## src/rtl/sigmoid_pkg.sv

```systemverilog
// Shared types and widths for the sigmoid arbiter and its round-robin picker.
package sigmoid_pkg;

    localparam int ARGUMENT_W  = 16;
    localparam int RESULT_W    = 8;
    localparam int ERROR_W     = 16;
    localparam int PROPAGATE_W = 16;

    // One transaction walks IDLE -> FORWARD -> RESULT [-> ERROR -> PROPAGATE] -> IDLE.
    typedef enum logic [2:0] {
        IDLE      = 3'd0,
        FORWARD   = 3'd1,
        RESULT    = 3'd2,
        ERROR     = 3'd3,
        PROPAGATE = 3'd4
    } state_t;

endpackage

```

## src/rtl/sigmoid_arbiter_round_robin.sv

```systemverilog
// Combinational N-way round-robin picker: the first active request found
// scanning circularly upward from pointer wins.
module round_robin #(
    parameter int N  = 4,
    parameter int IW = 2
) (
    input  logic [N-1:0]  request,
    input  logic [IW-1:0] pointer,
    output logic [N-1:0]  grant,
    output logic [IW-1:0] grant_idx
);

    logic [IW-1:0] idx;
    logic          found;

    // Circular scan from pointer; later candidates are ignored once one wins.
    always_comb begin
        grant     = '0;
        grant_idx = '0;
        idx       = '0;
        found     = 1'b0;
        for (int i = 0; i < N; i++) begin
            idx = IW'((int'(pointer) + i) % N);
            if (!found && request[idx]) begin
                grant[idx] = 1'b1;
                grant_idx  = idx;
                found      = 1'b1;
            end
        end
    end

endmodule

```

## src/rtl/sigmoid_arbiter.sv

```systemverilog
// Shares one sigmoid unit among N requesters. A requester owns the unit for a
// whole forward pass (argument, result) and, when train was high at grant, the
// following backward pass (error, propagate).
// Handshake: every channel transfers on a cycle where valid and ready are both
// high; a valid, once raised, holds with stable data until that transfer.
// Optional feature: define SIGMOID_ARBITER_TIMEOUT_EN to abandon a backward
// pass whose error does not arrive within TIMEOUT cycles of entering ERROR.
module sigmoid_arbiter
    import sigmoid_pkg::*;
#(
    parameter int N       = 4,
    parameter int TIMEOUT = 64,
    localparam int IW     = (N > 1) ? $clog2(N) : 1
) (
    input  logic                            clock,
    input  logic                            reset,
    input  logic                            train,
    input  logic [N-1:0]                    req_argument_valid,
    output logic [N-1:0]                    req_argument_ready,
    input  logic [N-1:0][ARGUMENT_W-1:0]    req_argument_data,
    output logic [N-1:0]                    req_result_valid,
    input  logic [N-1:0]                    req_result_ready,
    output logic [N-1:0][RESULT_W-1:0]      req_result_data,
    input  logic [N-1:0]                    req_error_valid,
    output logic [N-1:0]                    req_error_ready,
    input  logic [N-1:0][ERROR_W-1:0]       req_error_data,
    output logic [N-1:0]                    req_propagate_valid,
    input  logic [N-1:0]                    req_propagate_ready,
    output logic [N-1:0][PROPAGATE_W-1:0]   req_propagate_data,
    output logic                            argument_valid,
    input  logic                            argument_ready,
    output logic [ARGUMENT_W-1:0]           argument_data,
    input  logic                            result_valid,
    output logic                            result_ready,
    input  logic [RESULT_W-1:0]             result_data,
    output logic                            error_valid,
    input  logic                            error_ready,
    output logic [ERROR_W-1:0]              error_data,
    input  logic                            propagate_valid,
    output logic                            propagate_ready,
    input  logic [PROPAGATE_W-1:0]          propagate_data,
    output logic [N-1:0]                    grant,
    output logic                            timeout,
    output state_t                          state,
    output logic [IW-1:0]                   ptr
);

    state_t        state_q, state_d;
    logic [N-1:0]  grant_q, grant_d;
    logic [IW-1:0] ptr_q, ptr_d;
    logic [IW-1:0] win_q, win_d;
    logic          train_q, train_d;
    logic          release_txn;
    logic [N-1:0]  rr_grant;
    logic [IW-1:0] rr_idx;

    round_robin #(.N(N), .IW(IW)) u_round_robin (
        .request   (req_argument_valid),
        .pointer   (ptr_q),
        .grant     (rr_grant),
        .grant_idx (rr_idx)
    );

`ifdef SIGMOID_ARBITER_TIMEOUT_EN
    logic [15:0] cnt_q;
    logic        tmo_fire;
    logic        timeout_q;
`endif

    // State register plus the per-transaction owner, pointer and train latch.
    always_ff @(posedge clock) begin
        if (!reset) begin
            state_q <= IDLE;
            grant_q <= '0;
            ptr_q   <= '0;
            win_q   <= '0;
            train_q <= 1'b0;
        end else begin
            state_q <= state_d;
            grant_q <= grant_d;
            ptr_q   <= ptr_d;
            win_q   <= win_d;
            train_q <= train_d;
        end
    end

    // Next-state: advance on each owned channel's transfer, release at the end.
    always_comb begin
        state_d     = state_q;
        grant_d     = grant_q;
        ptr_d       = ptr_q;
        win_d       = win_q;
        train_d     = train_q;
        release_txn = 1'b0;
`ifdef SIGMOID_ARBITER_TIMEOUT_EN
        tmo_fire    = 1'b0;
`endif
        case (state_q)
            IDLE: begin
                if (|req_argument_valid) begin
                    grant_d = rr_grant;
                    win_d   = rr_idx;
                    train_d = train;
                    state_d = FORWARD;
                end
            end
            FORWARD: begin
                if (req_argument_valid[win_q] && argument_ready) state_d = RESULT;
            end
            RESULT: begin
                if (result_valid && req_result_ready[win_q]) begin
                    if (train_q) state_d = ERROR;
                    else         release_txn = 1'b1;
                end
            end
            ERROR: begin
                if (req_error_valid[win_q] && error_ready) state_d = PROPAGATE;
`ifdef SIGMOID_ARBITER_TIMEOUT_EN
                else if (cnt_q == 16'(TIMEOUT - 1)) begin
                    release_txn = 1'b1;
                    tmo_fire    = 1'b1;
                end
`endif
            end
            PROPAGATE: begin
                if (propagate_valid && req_propagate_ready[win_q]) release_txn = 1'b1;
            end
            default: state_d = IDLE;
        endcase
        if (release_txn) begin
            state_d = IDLE;
            grant_d = '0;
            ptr_d   = (win_q == IW'(N - 1)) ? '0 : win_q + 1'b1;
        end
    end

`ifdef SIGMOID_ARBITER_TIMEOUT_EN
    // Error-wait counter: restarts on ERROR entry, counts while waiting.
    always_ff @(posedge clock) begin
        if (!reset) begin
            cnt_q     <= '0;
            timeout_q <= 1'b0;
        end else begin
            timeout_q <= tmo_fire;
            if (state_q != ERROR) cnt_q <= '0;
            else                  cnt_q <= cnt_q + 16'd1;
        end
    end
    assign timeout = timeout_q;
`else
    assign timeout = 1'b0;
`endif

    // Channel routing: only the owner's channel of the current phase is connected.
    always_comb begin
        argument_valid      = (state_q == FORWARD) && req_argument_valid[win_q];
        argument_data       = req_argument_data[win_q];
        req_argument_ready  = (state_q == FORWARD && argument_ready) ? grant_q : '0;
        result_ready        = (state_q == RESULT) && req_result_ready[win_q];
        req_result_valid    = (state_q == RESULT && result_valid) ? grant_q : '0;
        error_valid         = (state_q == ERROR) && req_error_valid[win_q];
        error_data          = req_error_data[win_q];
        req_error_ready     = (state_q == ERROR && error_ready) ? grant_q : '0;
        propagate_ready     = (state_q == PROPAGATE) && req_propagate_ready[win_q];
        req_propagate_valid = (state_q == PROPAGATE && propagate_valid) ? grant_q : '0;
        for (int i = 0; i < N; i++) begin
            req_result_data[i]    = result_data;
            req_propagate_data[i] = propagate_data;
        end
    end

    assign grant = grant_q;
    assign state = state_q;
    assign ptr   = ptr_q;

endmodule
```

## config.mk

```make
export PLATFORM = sky130hd
export DESIGN_NAME = sigmoid_arbiter
export DESIGN_NICKNAME = d
export VERILOG_FILES = /design/src/rtl/sigmoid_pkg.sv /design/src/rtl/sigmoid_arbiter_round_robin.sv /design/src/rtl/sigmoid_arbiter.sv
export SDC_FILE = /design/constraint.sdc
export NUM_CORES = 1
export LEC_CHECK = 0
export ABC_AREA = 1
export ABC_CLOCK_PERIOD_IN_PS = 2400
export CELL_PAD_IN_SITES_DETAIL_PLACEMENT = 0
export CELL_PAD_IN_SITES_GLOBAL_PLACEMENT = 2
export CORE_UTILIZATION = 11
export DETAILED_ROUTE_END_ITERATION = 16
export PLACE_DENSITY_LB_ADDON = 0.1
export SYNTH_ARGS = -nofsm -noshare
export SYNTH_HDL_FRONTEND = slang
export SYNTH_SLANG_ARGS = --single-unit
```

## constraint.sdc

```tcl
create_clock -name clock -period 2.4 [get_ports clock]
set_input_delay 0.36 -clock clock [delete_from_list [all_inputs] [get_ports clock]]
set_output_delay 0.36 -clock clock [all_outputs]
set_load 0.05 [all_outputs]
```

# Word-level counts from Yosys, hierarchy flattened
# Cells that the tools add are included.
# word_totals
regBits	12
input_bits	175
output_inout_bits	158
# classes
addsub	4
n_lt_le_gt_ge	9
n_eq_ne	10
n_mux	54
n_bitwise	5
n_reduce_logical	27
# ops
op	count
binary-select mux 16 bit (select 2 bit)	2
two-way mux 16 bit	2
two-way mux 4 bit	8
logical AND 1 bit	19
two-way mux 1 bit	18
binary-select mux 1 bit (select 2 bit)	8
less-than comparator 2 x 3 -> 1 bit, second input constant	5
two-way mux 3 bit	5
case mux 3 bit (5 select lines)	1
bitwise OR 4 bit	3
two-way mux 2 bit	5
!= test 2 bit, second input constant	5
demux 1 bit (select 2 bit)	4
>= comparator 2 x 1 -> 1 bit, second input constant	4
== test 3 x 2 -> 1 bit, second input constant	2
AND reduction 6 bit	1
adder 2 x 1 -> 2 bit, second input constant	2
adder 2 bit, second input constant	2
OR reduction 4 bit	1
== test 3 x 1 -> 1 bit, second input constant	1
== test 3 bit, second input constant	1
zero test 1 bit	3
zero test 3 bit	1
== test 2 bit, second input constant	1
other kinds (4)	5

# Longest topological paths before layout
# logic_depth
word_depth	12
mapped_depth	11
mapped_depth_nobuf	10

# Hierarchy
# From an unflattened synthesis, not the netlist that was laid out.
# hier_totals
cells_unflattened	506
hier_area_um2	2919.0
# modules_own_cells
module	n_inst	cells_each	area_each_um2	seq_area_each_um2
sigmoid_arbiter	1	424	2442.3	240.2
round_robin	1	82	476.7	0.0

# Worst setup path before layout
# No wires, ideal clock.
# synth_timing
path_type	flip-flop to output port
start	reg state_q[0], in the netlist state[0]
end	out req_argument_ready[0]
arrival_ps	1911
t_required_ps	2040
slack_ps	129
path_stages_with_launch	5
path_cell_list	dfxtp_1 > inv_1 > nor3_1 > nand2_1 > nor2_1
# synth_between
elab_chain_len	3
# synth_rtl
item	line_no	source
start: declaration	sigmoid_arbiter.sv:48	state_t state_q, state_d;
start signal: assignment	sigmoid_arbiter.sv:79	state_q <= state_d;
== test 3 x 1 -> 1 bit	sigmoid_arbiter.sv:158	req_argument_ready = (state_q == FORWARD && argument_ready) ? grant_q : '0;
logical AND 1 bit	sigmoid_arbiter.sv:158	
two-way mux 4 bit	sigmoid_arbiter.sv:158	
end: declaration	sigmoid_arbiter.sv:19	output logic [N-1:0] req_argument_ready,
# No other way between the ends.

# Final worst setup path
# layout_timing
start	reg win_q[0]
end	out argument_data[7]
# layout_between
elab_chain_len	2
# layout_rtl
item	line_no	source
start: declaration	sigmoid_arbiter.sv:51	logic [IW-1:0] win_q, win_d;
start signal: assignment	sigmoid_arbiter.sv:82	win_q <= win_d;
binary-select mux 16 bit (select 2 bit)	sigmoid_arbiter.sv:157	argument_data = req_argument_data[win_q];
two-way mux 16 bit (implied by the code)	sigmoid_arbiter.sv:157	
end: declaration	sigmoid_arbiter.sv:32	output logic [ARGUMENT_W-1:0] argument_data,
# No other way between the ends. The select of a mux whose other input is x is not followed.

==> results.py <==
metrics = {
    "timing": {
        "rsz0062_at_grt": "false",
        "finalCriticalPeriod_ns": 2.14,
        "maxSlewViolCount": 0,
        "fmax_mhz": 468,
        "max_slew_margin_pct": 62.0,
        "final.setup.tns_ns": 0,
        "worst_pin_slew_ns": 0.569,
        "layout_worst_path_cycle_share_pct": 89.1,
        "hold_viol_final": 0,
        "finalSetupViolCount": 0,
        "finalClockSkew_ns": 0.00281,
    },
    "synth": {
        "yosysUniqueCellTypes": 33,
        "synth_warnings": 0,
        "synth_cells": 497,
        "synth_seq_cells": 12,
        "ys_seq_area_share_pct": 8.30,
        "synthesis.area_um2": 2890,
        "syn-mean-instance-area_um2": 5.82,
        "synth.net_count": 678,
    },
    "clock_network": {
        "clock_latency_ns": 0.24,
        "cts_sinks": 12,
        "htreeDepth": 1,
        "clkTransAtPathRegs_ns": 0.04,
        "cts_root_buf": "clkbuf_16",
        "cts_tree": "yes",
        "cts_resized": 0,
        "numCtsBuffers": 3,
        "postCtsHoldBufs": 0,
        "postCtsSetupBuffers": 0,
        "clock_path_buffers": 2,
    },
    "status": {
        "violations": "DRC",
        "status": "finished, violations left",
    },
    "power": {
        "seqPwrFrac_pct": 7.3,
        "vdd_ir_drop_max_mv": 0.361,
        "switchingPower_mw": 2.83,
        "switching_share_pct": 61.2,
        "p_leak_nw": 1.93,
        "clkPwrFrac_pct": 7.5,
        "internal_power_mw": 1.80,
        "combPwrFrac_pct": 85.2,
        "power.density_nw_per_um2": 944,
    },
    "worst_setup_path": {
        "cp_common_cell": "buf_4",
        "crit_path_start_kind": "register",
        "cp_max_fo": 55,
        "crit_type": "register to output pin",
        "critPathRequiredTime_ns": 2.04,
        "end_kind": "output pin",
        "cp_data_arrival_time_ns": 1.78,
        "crit_slowest_cell": "dfxtp_2",
        "crit_chain": "inv_2 > buf_12 > buf_4 > o21ai_0 > o22ai_1 > buf_4",
        "cp_top_family": "buffers and inverters",
        "cpPeakStageDelay_ns": 0.34,
        "crit_buf_inv": 4,
    },
    "final_layout": {
        "num-fill-cells": 2921,
        "drive_above_1_share_pct": 15.9,
        "synthToLayoutAreaGrowth_pct": 69.6,
        "final_nets": 785,
        "final_core_util_pct": 18.9,
    },
    "global_routing": {
        "antenna_found_initial": 2,
        "grt_pass1_wl_mm": 21.3,
        "grt_usage_pct": 10.4,
        "grt_max_degree": 76,
        "grt_pass1_vias": 3632,
        "grt_overflow": 0,
    },
    "detailed_routing": {
        "drtIter0Drc": 129,
        "drt-pass1-iter-count": 10,
        "ant_nets": 0,
        "wl_per_cell_um": 15.4,
        "via_count": 3473,
        "wirelength_mm": 14.4,
        "drc_errors": 1,
        "vias_per_cell": 3.69,
    },
    "job": {
        "maxCapViolations": 0,
    },
    "placement": {
        "io_buffers": 211,
        "dpl.hpwl_mm": 11.5,
        "place_congestion": 0.735,
    },
    "die": {
        "initial_core_util_pct": 11.2,
        "core_area_um2": 25900,
        "die-area_um2": 27000,
        "die_w_um": 164,
        "die_h_um": 164,
        "ios": 333,
        "rows": 59,
    },
    "hold_path": {
        "hold_path.class": "register to register",
    },
}
layout make-up:
class,instances,area (um2),area share (%)
Inverter,26,103,2.09
Antenna cell,2,5.00,0.102
Sequential cell,12,241,4.92
Multi-Input combinational cell,339,1710,34.9
Timing Repair Buffer,222,2340,47.7
Clock buffer,4,88.8,1.81
Tap cell,335,419,8.54
metrics by stage:
step / setup WS [ns] / hold WS [ns] / cell area (um2) / cells / power (mW)
floorplan: 0.129 / 0.479 / 2890 / 497 / 3.33
finish: 0.261 / 0.510 / 4910 / 940 / 4.63
global placement: 0.385 / 0.518 / 4810 / 934 / 4.40
global route: 0.0999 / 0.541 / 4910 / 940 / 5.00
CTS: 0.208 / 0.519 / 4900 / 938 / 4.74
detailed placement: 0.385 / 0.511 / 4810 / 934 / 4.38
cell usage in the layout, fill, tap and decap left out, drive strengths merged:
| master | n |
|---|---|
| nand3 | 34 |
| o22ai | 32 |
| conb | 1 |
| nor3 | 3 |
| a21oi | 8 |
| nand4 | 4 |
| o21ai | 73 |
| nor2 | 111 |
| clkbuf | 4 |
| diode | 2 |
| ha | 6 |
| dfxtp | 12 |
| buf | 63 |
| clkdlybuf4s50 | 159 |
| nand2 | 63 |
| a22o | 1 |
| a21boi | 1 |
| and2 | 1 |
| and3 | 1 |
| inv | 26 |
tightest hold or removal path: cells and delay by family, from the launching register on:
kind | cells | cell delay [ns]
AND/OR/NAND/NOR | 2 | 0.15
flip-flops | 1 | 0.32
metal layers:
layer	vias up	track usage [%]	wire length [um]
li1	1759	-	-
met5	-	0	0
met2	111	19.8	7560
met4	0	3.45	267
met3	27	1.39	799
met1	1576	11.9	5820
cell families after synthesis:
logic type	after synthesis	share of synthesized area, %
flops	12	8.30
compound gates	115	22.0
buf+inv	146	32.6
fa+ha+maj	6	2.59
other cells	1	0.130
simple gates	217	34.4
worst paths after layout:
path | from | depth (start not counted) | endpoint | slack (ns)
worst min register to register | train_q | 2 | train_q | 0.51
worst min-delay path | train_q | 2 | train_q | 0.51
worst max register to register | ptr[0] | 10 | win_q[0] | 0.52
worst max-delay path | win_q[0] | 6 | argument_data[7] | 0.26
sequential cells by signal, summed over array words and instances, names as in the netlist:
register	flops
grant	4
state	3
train_q	1
ptr	2
win_q	2
power by group through the flow:
stage / Sequential (mW) / Clock, mW / Combinational [mW]
after CTS: 0.345 / 0.356 / 4.04
final: 0.339 / 0.345 / 3.95
after detailed placement: 0.348 / 0 / 4.03
after floorplan: 0.492 / 0 / 2.84
after global routing: 0.357 / 0.368 / 4.27
after global placement: 0.348 / 0 / 4.05
cell usage after synthesis:
cell	number	area share (%)
nand2_1	57	7.4
a21oi_1	6	1.0
nor2_1	107	14
and2_4	1	0.30
conb_1	1	0.13
o21ai_1	7	1.2
a21boi_1	1	0.26
buf_2	9	1.6
nor2_4	3	1.2
and3_1	1	0.22
nor3_1	2	0.35
dfxtp_1	12	8.3
nand4_2	1	0.43
nor3_2	1	0.35
inv_6	1	0.30
inv_1	20	2.6
nand2_2	2	0.43
nand2_4	4	1.6
a21oi_2	1	0.30
nand4_1	2	0.43
a21oi_4	1	0.56
ha_1	6	2.6
nor2_2	1	0.22
o22ai_1	32	6.9
o21ai_0	66	11
nand3_1	28	4.8
a22o_1	1	0.30
inv_2	5	0.65
buf_6	2	0.78
buf_4	97	25
clkbuf_1	12	1.6
nand4_4	1	0.73
nand3_2	6	2.1
Note: power is estimated with default switching activity, not from simulation.
